## config.mk

```make
export PLATFORM = sky130hd
export DESIGN_NAME = acumulador_multicanal_flat
export DESIGN_NICKNAME = d
export VERILOG_FILES = /design/src/rtl/acumulador_multicanal_if.sv /design/src/rtl/acumulador_multicanal.sv /design/src/flat_wrapper.sv
export SDC_FILE = /design/constraint.sdc
export NUM_CORES = 1
export LEC_CHECK = 0
export ABC_AREA = 0
export BUFFER_PORTS_ARGS = -buffer_cell sky130_fd_sc_hd__buf_2
export CORE_ASPECT_RATIO = 0.6
export CORE_UTILIZATION = 42
export CTS_CLUSTER_DIAMETER = 100
export DETAILED_ROUTE_END_ITERATION = 7
export PLACE_DENSITY = 0.66
export SLEW_MARGIN = 15
export SYNTH_ARGS = -nofsm -noshare
export SYNTH_HDL_FRONTEND = slang
export SYNTH_SLANG_ARGS = --single-unit
```

## constraint.sdc

```tcl
create_clock -name clk -period 5.24 [get_ports clk]
set_clock_uncertainty 0.2 [all_clocks]
set_input_delay 0 -clock clk [delete_from_list [all_inputs] [get_ports clk]]
set_output_delay 0 -clock clk [all_outputs]
set_load 0.03 [all_outputs]
```

## src/rtl/acumulador_multicanal_if.sv

```systemverilog
// Operation/result bundle for acumulador_multicanal.
// The master drives operations and the slave returns registered results.
interface acumulador_multicanal_if #(
    parameter int N  = 25,
    parameter int CH = 4,
    parameter int CW = 8
);
    localparam int SW = (CH > 1) ? $clog2(CH) : 1;

    logic signed [2*N-1:0] In;
    logic [SW-1:0]         ch_sel;
    logic [1:0]            mode;
    logic                  in_valid;

    logic signed [2*N-1:0] Acumulado;
    logic [SW-1:0]         out_ch;
    logic                  out_valid;
    logic                  changed;
    logic                  sat;
    logic [CW-1:0]         count;
    logic                  err_ch;

    modport master (
        output In, ch_sel, mode, in_valid,
        input  Acumulado, out_ch, out_valid, changed, sat, count, err_ch
    );

    modport slave (
        input  In, ch_sel, mode, in_valid,
        output Acumulado, out_ch, out_valid, changed, sat, count, err_ch
    );
endinterface

```

## src/rtl/acumulador_multicanal.sv

```systemverilog
// Multi-channel signed saturating accumulator with per-channel sticky
// saturation flag and saturating operation count; results registered by one cycle.
module acumulador_multicanal #(
    parameter int N  = 25,
    parameter int CH = 4,
    parameter int CW = 8
) (
    input  logic                    clk,
    input  logic                    rst_n,
    acumulador_multicanal_if.slave  bus
);
    localparam int W  = 2 * N;
    localparam int SW = (CH > 1) ? $clog2(CH) : 1;

    localparam logic signed [W-1:0] MAX_V   = {1'b0, {(W-1){1'b1}}};
    localparam logic signed [W-1:0] MIN_V   = {1'b1, {(W-1){1'b0}}};
    localparam logic [CW-1:0]       CNT_MAX = {CW{1'b1}};

    localparam logic [1:0] M_HOLD  = 2'b00;
    localparam logic [1:0] M_LOAD  = 2'b01;
    localparam logic [1:0] M_ACC   = 2'b10;
    localparam logic [1:0] M_CLEAR = 2'b11;

    logic signed [W-1:0] val_q [CH];
    logic [CW-1:0]       cnt_q [CH];
    logic [CH-1:0]       sat_q;

    logic signed [W-1:0] acc_q;
    logic [SW-1:0]       och_q;
    logic                ovalid_q;
    logic                chg_q;
    logic                sat_out_q;
    logic [CW-1:0]       cnt_out_q;
    logic                err_q;

    logic                sel_ok;
    logic signed [W-1:0] cur_val;
    logic [CW-1:0]       cur_cnt;
    logic                cur_sat;

    logic signed [W:0]   sum_ext;
    logic signed [W-1:0] nxt_val;
    logic [CW-1:0]       nxt_cnt;
    logic                nxt_sat;

    // Channel lookup by compare rather than indexing, so an out-of-range
    // ch_sel never reads past the end of the arrays.
    always_comb begin
        sel_ok  = 1'b0;
        cur_val = '0;
        cur_cnt = '0;
        cur_sat = 1'b0;
        for (int i = 0; i < CH; i++) begin
            if (bus.ch_sel == SW'(i)) begin
                sel_ok  = 1'b1;
                cur_val = val_q[i];
                cur_cnt = cnt_q[i];
                cur_sat = sat_q[i];
            end
        end
    end

    assign sum_ext = {cur_val[W-1], cur_val} + {bus.In[W-1], bus.In};

    always_comb begin
        nxt_val = cur_val;
        nxt_cnt = cur_cnt;
        nxt_sat = cur_sat;
        case (bus.mode)
            M_LOAD: begin
                nxt_val = bus.In;
                nxt_cnt = CW'(1);
                nxt_sat = 1'b0;
            end
            M_ACC: begin
                // Top two sum bits disagree exactly when the result left the W-bit range.
                if (sum_ext[W] != sum_ext[W-1]) begin
                    nxt_val = sum_ext[W] ? MIN_V : MAX_V;
                    nxt_sat = 1'b1;
                end else begin
                    nxt_val = sum_ext[W-1:0];
                end
                nxt_cnt = (cur_cnt == CNT_MAX) ? cur_cnt : cur_cnt + CW'(1);
            end
            M_CLEAR: begin
                nxt_val = '0;
                nxt_cnt = '0;
                nxt_sat = 1'b0;
            end
            M_HOLD: begin
                nxt_val = cur_val;
            end
            default: begin
                nxt_val = cur_val;
            end
        endcase
    end

    always_ff @(posedge clk or negedge rst_n) begin
        if (!rst_n) begin
            for (int i = 0; i < CH; i++) begin
                val_q[i] <= '0;
                cnt_q[i] <= '0;
            end
            sat_q     <= '0;
            acc_q     <= '0;
            och_q     <= '0;
            ovalid_q  <= 1'b0;
            chg_q     <= 1'b0;
            sat_out_q <= 1'b0;
            cnt_out_q <= '0;
            err_q     <= 1'b0;
        end else begin
            ovalid_q <= 1'b0;
            err_q    <= 1'b0;
            if (bus.in_valid) begin
                if (sel_ok) begin
                    for (int i = 0; i < CH; i++) begin
                        if (bus.ch_sel == SW'(i)) begin
                            val_q[i] <= nxt_val;
                            cnt_q[i] <= nxt_cnt;
                            sat_q[i] <= nxt_sat;
                        end
                    end
                    acc_q     <= nxt_val;
                    och_q     <= bus.ch_sel;
                    ovalid_q  <= 1'b1;
                    chg_q     <= (nxt_val != cur_val);
                    sat_out_q <= nxt_sat;
                    cnt_out_q <= nxt_cnt;
                end else begin
                    err_q <= 1'b1;
                end
            end
        end
    end

    assign bus.Acumulado = acc_q;
    assign bus.out_ch    = och_q;
    assign bus.out_valid = ovalid_q;
    assign bus.changed   = chg_q;
    assign bus.sat       = sat_out_q;
    assign bus.count     = cnt_out_q;
    assign bus.err_ch    = err_q;
endmodule

```

## src/flat_wrapper.sv

```systemverilog
// flat-port wrapper written by rule: the top's interface ports become plain ports
module acumulador_multicanal_flat 
#(
    parameter int N  = 25,
    parameter int CH = 4,
    parameter int CW = 8
)
  (clk, rst_n, bus_In, bus_ch_sel, bus_mode, bus_in_valid, bus_Acumulado, bus_out_ch, bus_out_valid, bus_changed, bus_sat, bus_count, bus_err_ch);
  acumulador_multicanal_if #(.N(N), .CH(CH), .CW(CW)) bus_i ();
  input  logic clk;
  input  logic rst_n;
  input wire logic [$bits(bus_i.In)-1:0] bus_In;
  input wire logic [$bits(bus_i.ch_sel)-1:0] bus_ch_sel;
  input wire logic [$bits(bus_i.mode)-1:0] bus_mode;
  input wire logic [$bits(bus_i.in_valid)-1:0] bus_in_valid;
  output wire logic [$bits(bus_i.Acumulado)-1:0] bus_Acumulado;
  output wire logic [$bits(bus_i.out_ch)-1:0] bus_out_ch;
  output wire logic [$bits(bus_i.out_valid)-1:0] bus_out_valid;
  output wire logic [$bits(bus_i.changed)-1:0] bus_changed;
  output wire logic [$bits(bus_i.sat)-1:0] bus_sat;
  output wire logic [$bits(bus_i.count)-1:0] bus_count;
  output wire logic [$bits(bus_i.err_ch)-1:0] bus_err_ch;
  assign bus_i.In = bus_In;
  assign bus_i.ch_sel = bus_ch_sel;
  assign bus_i.mode = bus_mode;
  assign bus_i.in_valid = bus_in_valid;
  assign bus_Acumulado = bus_i.Acumulado;
  assign bus_out_ch = bus_i.out_ch;
  assign bus_out_valid = bus_i.out_valid;
  assign bus_changed = bus_i.changed;
  assign bus_sat = bus_i.sat;
  assign bus_count = bus_i.count;
  assign bus_err_ch = bus_i.err_ch;
  acumulador_multicanal #(.N(N), .CH(CH), .CW(CW)) u_core (.clk(clk), .rst_n(rst_n), .bus(bus_i));
endmodule
```

### Yosys cells after proc, flatten, opt, wreduce, memory -nomap -nowiden

Cells that the tools add are included.
W data, S select, Z words.

* add/subtract/negate cells: 2
* multiply operators: 0
* divide/modulo/power cells: 0
* order comparisons: 0
* eq/ne operators: 9
* shift-type cells: 0
* mux-type cells: 27
* bitwise operators: 0
* reduce and logical (&&, ||, !) cells: 8

Operators with widths (number)
* $mux W50: 6
* $pmux W50 S4: 1
* $add A50 B50 Y51: 1
* $ne A50 B50 Y1: 1
* $mux W8: 5
* $pmux W8 S3: 1
* $mux W1: 13
* $reduce_and A3 Y1: 4
* $add A8 B1 Y8 const B: 1
* $eq A2 B2 Y1 const B: 4
* $eq A8 B8 Y1 const B: 1
* $eq A2 B1 Y1 const B: 2
* $logic_not A2 Y1: 2
* $pmux W1 S2: 1
* $reduce_and A2 Y1: 1
* $reduce_or A2 Y1: 1
* $ne A1 B1 Y1: 1

* register bits after elaboration: 300
* latch bits: 0
* memory bits (writable): 0
* ROM bits: 0
* bits of input ports: 57
* output and inout port bits: 64
* logic and storage cells: 65
* memories: 0

### Longest topological paths before layout

* depth in word-level cells: 10
* mapped depth: 25
* mapped depth without buffers: 18

### Worst setup path before layout

No wires, ideal clock.

* kind: input to register
* start: in bus_ch_sel[0]
* end: reg u_core.chg_q, in the netlist u_core.bus.changed
* library setup time: 0.134 ns
* data arrival time: 4.856 ns
* data required time: 4.906 ns
* path slack: 0.050 ns
* stages: 22
* buffers on the path: 7
* path through: buf_4 > buf_6 > buf_6 > buf_4 > buf_2 > mux4_2 > ha_1 > a21o_1 > a31oi_1 > a211o_2 > nand3_2 > a211o_1 > buf_6 > mux2_4 > nor2_4 > buf_4 > o21ai_1 > nand3_1 > nand4_1 > or4_1 > nor4_1 > a31oi_1

* longest elaborated chain between the ends: 10
* elaborated cells between the ends (all ways): 19
* classes of those cells: add/sub: 1; eq/ne: 5; mux: 11; reduce/logical: 2

Ends and longest elaborated chain
* from (decl): line flat_wrapper.sv:13 `input wire logic [$bits(bus_i.ch_sel)-1:0] bus_ch_sel;`
* $logic_not A2 Y1: line acumulador_multicanal.sv:54 `if (bus.ch_sel == SW'(i)) begin`
* $mux W50 (4 in a row): line acumulador_multicanal.sv:54
* $add A50 B50 Y51: line acumulador_multicanal.sv:63 `assign sum_ext = {cur_val[W-1], cur_val} + {bus.In[W-1], bus.In};`
* $mux W50 / $ne A1 B1 Y1 (equally long branches): line acumulador_multicanal.sv:78, acumulador_multicanal.sv:77
* $mux W50: line acumulador_multicanal.sv:77 `if (sum_ext[W] != sum_ext[W-1]) begin`
* $pmux W50 S4: line acumulador_multicanal.sv:69 `case (bus.mode)`
* $ne A50 B50 Y1: line acumulador_multicanal.sv:128 `chg_q <= (nxt_val != cur_val);`
* to (signal assigned): line acumulador_multicanal.sv:128
* to (decl): line acumulador_multicanal.sv:31 `logic chg_q;`

Several ways; a longest one is shown, not always the timed one.
A chain may end at the register's enable or synchronous reset.

### Worst setup path after layout

* start: in bus_ch_sel[1]
* end: reg u_core.chg_q, in the netlist u_core.bus.changed

Same word-level chain as after synthesis.

==> flow_summary.json <==
{
  "worst_pin_slew_ns": 1.14,
  "synth_cell_type_count": 95,
  "row_count": 59,
  "intPower_w": 0.00673,
  "grt_busiest_layer": "met1",
  "worst_setup_path_end_kind": "flop",
  "die-area_um2": 45100,
  "p_sw_frac": 0.421,
  "cts_max_level": 1,
  "clk_pin_slew_ns": 0.08,
  "cpPeakStageDelay_ns": 0.52,
  "status": "complete, but fails checks",
  "p_sw_w": 0.00489,
  "grt_use_total": 0.318,
  "cts.sinks": 300,
  "failed_checks": "setup timing",
  "worstSkewPairLatency_ns": 0.59,
  "min_period_ns": 5.24,
  "drive_gt1_frac": 0.235,
  "overflow": 0,
  "wirelength_um": 71900,
  "met2_usage": 0.461,
  "p_per_area_nw_per_um2": 496,
  "slowest_stage": "dlygate4sd3_1",
  "antenna_found_initial": 2,
  "route.detailed.drc": 0,
  "vias": 17815,
  "start_kind": "primary input",
  "crit_top_cell": "buf_4",
  "ioPinCount": 121,
  "ant_nets": 0,
  "p_leak_nw": 10.7,
  "critPathArrivalTime_ns": 5.51,
  "power_frac_comb": 0.520,
  "vdd_ir_drop_max_uv": 323,
  "grtUsageMet1": 0.469,
  "vias_per_cell": 5.86,
  "area_growth_pct": 26.3,
  "ys_seq_area_frac": 0.404,
  "place_hpwl_um": 54500,
  "dr.pass1.iters": 8,
  "netlist_area_um2": 18600,
  "grt_pass1_wl_um": 107000,
  "finalCritPeriodShare": 1.00,
  "met3_usage": 0.0830,
  "synth-main-ff-cell": "dfrtp_1",
  "hp-class": "primary input to flop",
  "die_x_um": 273,
  "synthesis.nets": 2201,
  "cp.required_ns": 5.51,
  "fp.dieH_um": 165,
  "fin_nets": 2547,
  "antennaDiodeCount": 0,
  "post-route-util": 0.539,
  "ys_async_sr_fraction": 1.00,
  "root_buffer": "clkbuf_16",
  "maxCapViolCount": 0,
  "clockPowerShare": 0.204,
  "gp_congestion": 1.04,
  "synth_warnings": 0,
  "finalWorstSetupSlack_ns": -0.00487,
  "initial_core_util": 0.427,
  "finalPower_w": 0.0116,
  "fillers": 4024,
  "ys_seq_elements": 300,
  "syn_inst": 2091,
  "worst-path-max-fanout": 11,
  "drt-wirelength-per-cell_um": 23.6,
  "grt_pass1_vias": 17007,
  "cts_made_buffers": 30,
  "cp_cell_sequence": "dlygate4sd3_1 > buf_4 > buf_12 > buf_4 > mux4_2 > ha_1 > nand4_1 > nor3_4 > nand4_1 > a31oi_4 > buf_4 > nor4_4 > mux2_4 > buf_12 > nor2_1 > buf_4 > a221oi_1 > nor4_2 > o2111ai_1 > a2111o_1 > nor4_1 > a31oi_1",
  "critical_path_class": "primary input to flop",
  "setup_viol": 1,
  "cts_tree": "done",
  "hold_viol_final": 0,
  "syn_avg_cell_area_um2": 8.88,
  "clockBufferDepth": 3,
  "design.core.area_um2": 43500,
  "portBuffers": 120,
  "slew_headroom": 0.239,
  "grt_setup_unrepaired": "yes",
  "grt_max_degree": 184,
  "slew_viol_final": 0,
  "p_seq_frac": 0.276,
  "first_iter_violations": 1915,
  "synth_edf_count": 0,
  "fmax_mhz": 191
}
## metrics by stage
stage	cells	setup slack [ns]	cell area, um^2	hold slack, ns	TNS [ns]
global placement	2922	-0.739	21500	-0.281	-4.67
global route	3040	-0.105	23500	0.0574	-0.105
finish	3040	-0.00487	23500	0.0818	-0.00487
CTS	3036	0.00774	23200	0.0185	0
detailed placement	2922	-0.704	21500	-0.281	-4.16
floorplan	2091	0.0500	18600	-0.496	0
## registers in the layout, summed over array words and instances, names as in the netlist
| signal | cells |
|---|---|
| u_core.bus.out_valid | 1 |
| u_core.bus.sat | 1 |
| u_core.val_q | 200 |
| u_core.bus.count | 8 |
| u_core.bus.err_ch | 1 |
| u_core.bus.Acumulado | 50 |
| u_core.cnt_q | 32 |
| u_core.bus.out_ch | 2 |
| u_core.sat_q | 4 |
| u_core.bus.changed | 1 |
## power groups by stage
stage          logic [W]  clock network [W]  registers, W
3_3_place_gp     0.00566                  0       0.00321
2_1_floorplan    0.00297                  0       0.00341
6_report         0.00604            0.00237       0.00321
3_5_place_dp     0.00570                  0       0.00324
4_1_cts          0.00579            0.00242       0.00321
5_1_grt          0.00645            0.00250       0.00328
## cell usage after synthesis (25+ instances only)
cell type | n | area [um^2]
inv_1 | 86 | 323
dfrtp_1 | 300 | 7510
buf_2 | 30 | 150
mux4_2 | 55 | 1240
nand2_1 | 369 | 1390
o21ai_0 | 353 | 1770
ha_1 | 52 | 651
nand3_1 | 25 | 125
clkbuf_1 | 91 | 342
mux2i_1 | 62 | 621
xnor2_1 | 41 | 359
nor2_1 | 118 | 443
nand4_1 | 28 | 175
nor3_1 | 29 | 145
xor2_1 | 28 | 245
a21oi_1 | 112 | 561
## cells in the final DEF (no fill, tap or decap), types with 14 or more instances in the layout
| cell | count |
|---|---|
| xor2_1 | 27 |
| a31oi_1 | 14 |
| nand2_1 | 369 |
| o21ai_0 | 351 |
| ha_1 | 39 |
| nand4_1 | 28 |
| a21o_1 | 15 |
| dfrtp_1 | 300 |
| mux4_2 | 55 |
| nor3_1 | 27 |
| buf_2 | 116 |
| nand3_1 | 24 |
| nor2_1 | 118 |
| o21ai_1 | 16 |
| xnor2_1 | 41 |
| dlygate4sd3_1 | 55 |
| o22ai_1 | 14 |
| buf_4 | 262 |
| clkbuf_16 | 31 |
| mux2i_1 | 62 |
| inv_1 | 86 |
| a21oi_1 | 109 |
## kinds of logic after synthesis
group,count (synthesis),share of synthesized area
AOI/OAI and AO/OA,666,0.214
and+or+nand+nor,645,0.153
DFF,300,0.404
buffers and inverters,226,0.0501
muxes,129,0.108
xor gates and xnor gates,71,0.0343
adders and majority gates,53,0.0361
other,1,0.000202
## worst max-delay path, delay by kind of cell
family | cells | cell delay, ns
buffers and inverters | 7 | 1.63
muxes | 2 | 0.71
AOI/OAI and AO/OA | 5 | 1.04
adders and majority gates | 1 | 0.41
and+or+nand+nor | 7 | 1.66
## path summary, 6_finish.rpt
| kind | end | cells past startpoint | startpoint | slack, ns |
|---|---|---|---|---|
| worst min-delay path | u_core.val_q[78] | 5 | bus_In[28] | 0.08 |
| worst max register to register | u_core.bus.changed | 18 | u_core.val_q[175] | -0.005 |
| min in group asynchronous | u_core.bus.Acumulado[6] | 4 | rst_n | 0.32 |
| worst min register to register | u_core.val_q[16] | 2 | u_core.val_q[16] | 0.27 |
| worst max-delay path | u_core.bus.changed | 22 | bus_ch_sel[1] | -0.005 |
| max in group asynchronous | u_core.val_q[182] | 4 | rst_n | 3.45 |
## metal layers
metal  wire length [um]  up-vias
li1                   -     8187
met1              32900     8742
met2              30000      760
met3               6940      122
met4               1900        4
met5                105        -
## final cells by class
type / count / area, um^2 / area share
tap: 579 / 724 / 0.0309
clock inverter: 16 / 206 / 0.00880
clock buffer: 40 / 880 / 0.0375
inverter: 88 / 330 / 0.0141
timing repair buffer: 452 / 3440 / 0.147
multi-input combinational: 1565 / 10400 / 0.442
sequential: 300 / 7510 / 0.320
## what timing repair did
action | CTS | global route
resized for setup | 12 | 35
setup endpoints to repair | 7 | 11
hold buffers | 56 | 0
pin swaps | 3 | 15
buffers inserted | 2 | 4
hold endpoints to repair | 533 | 0
Note: power is estimated with default switching activity, not from simulation.
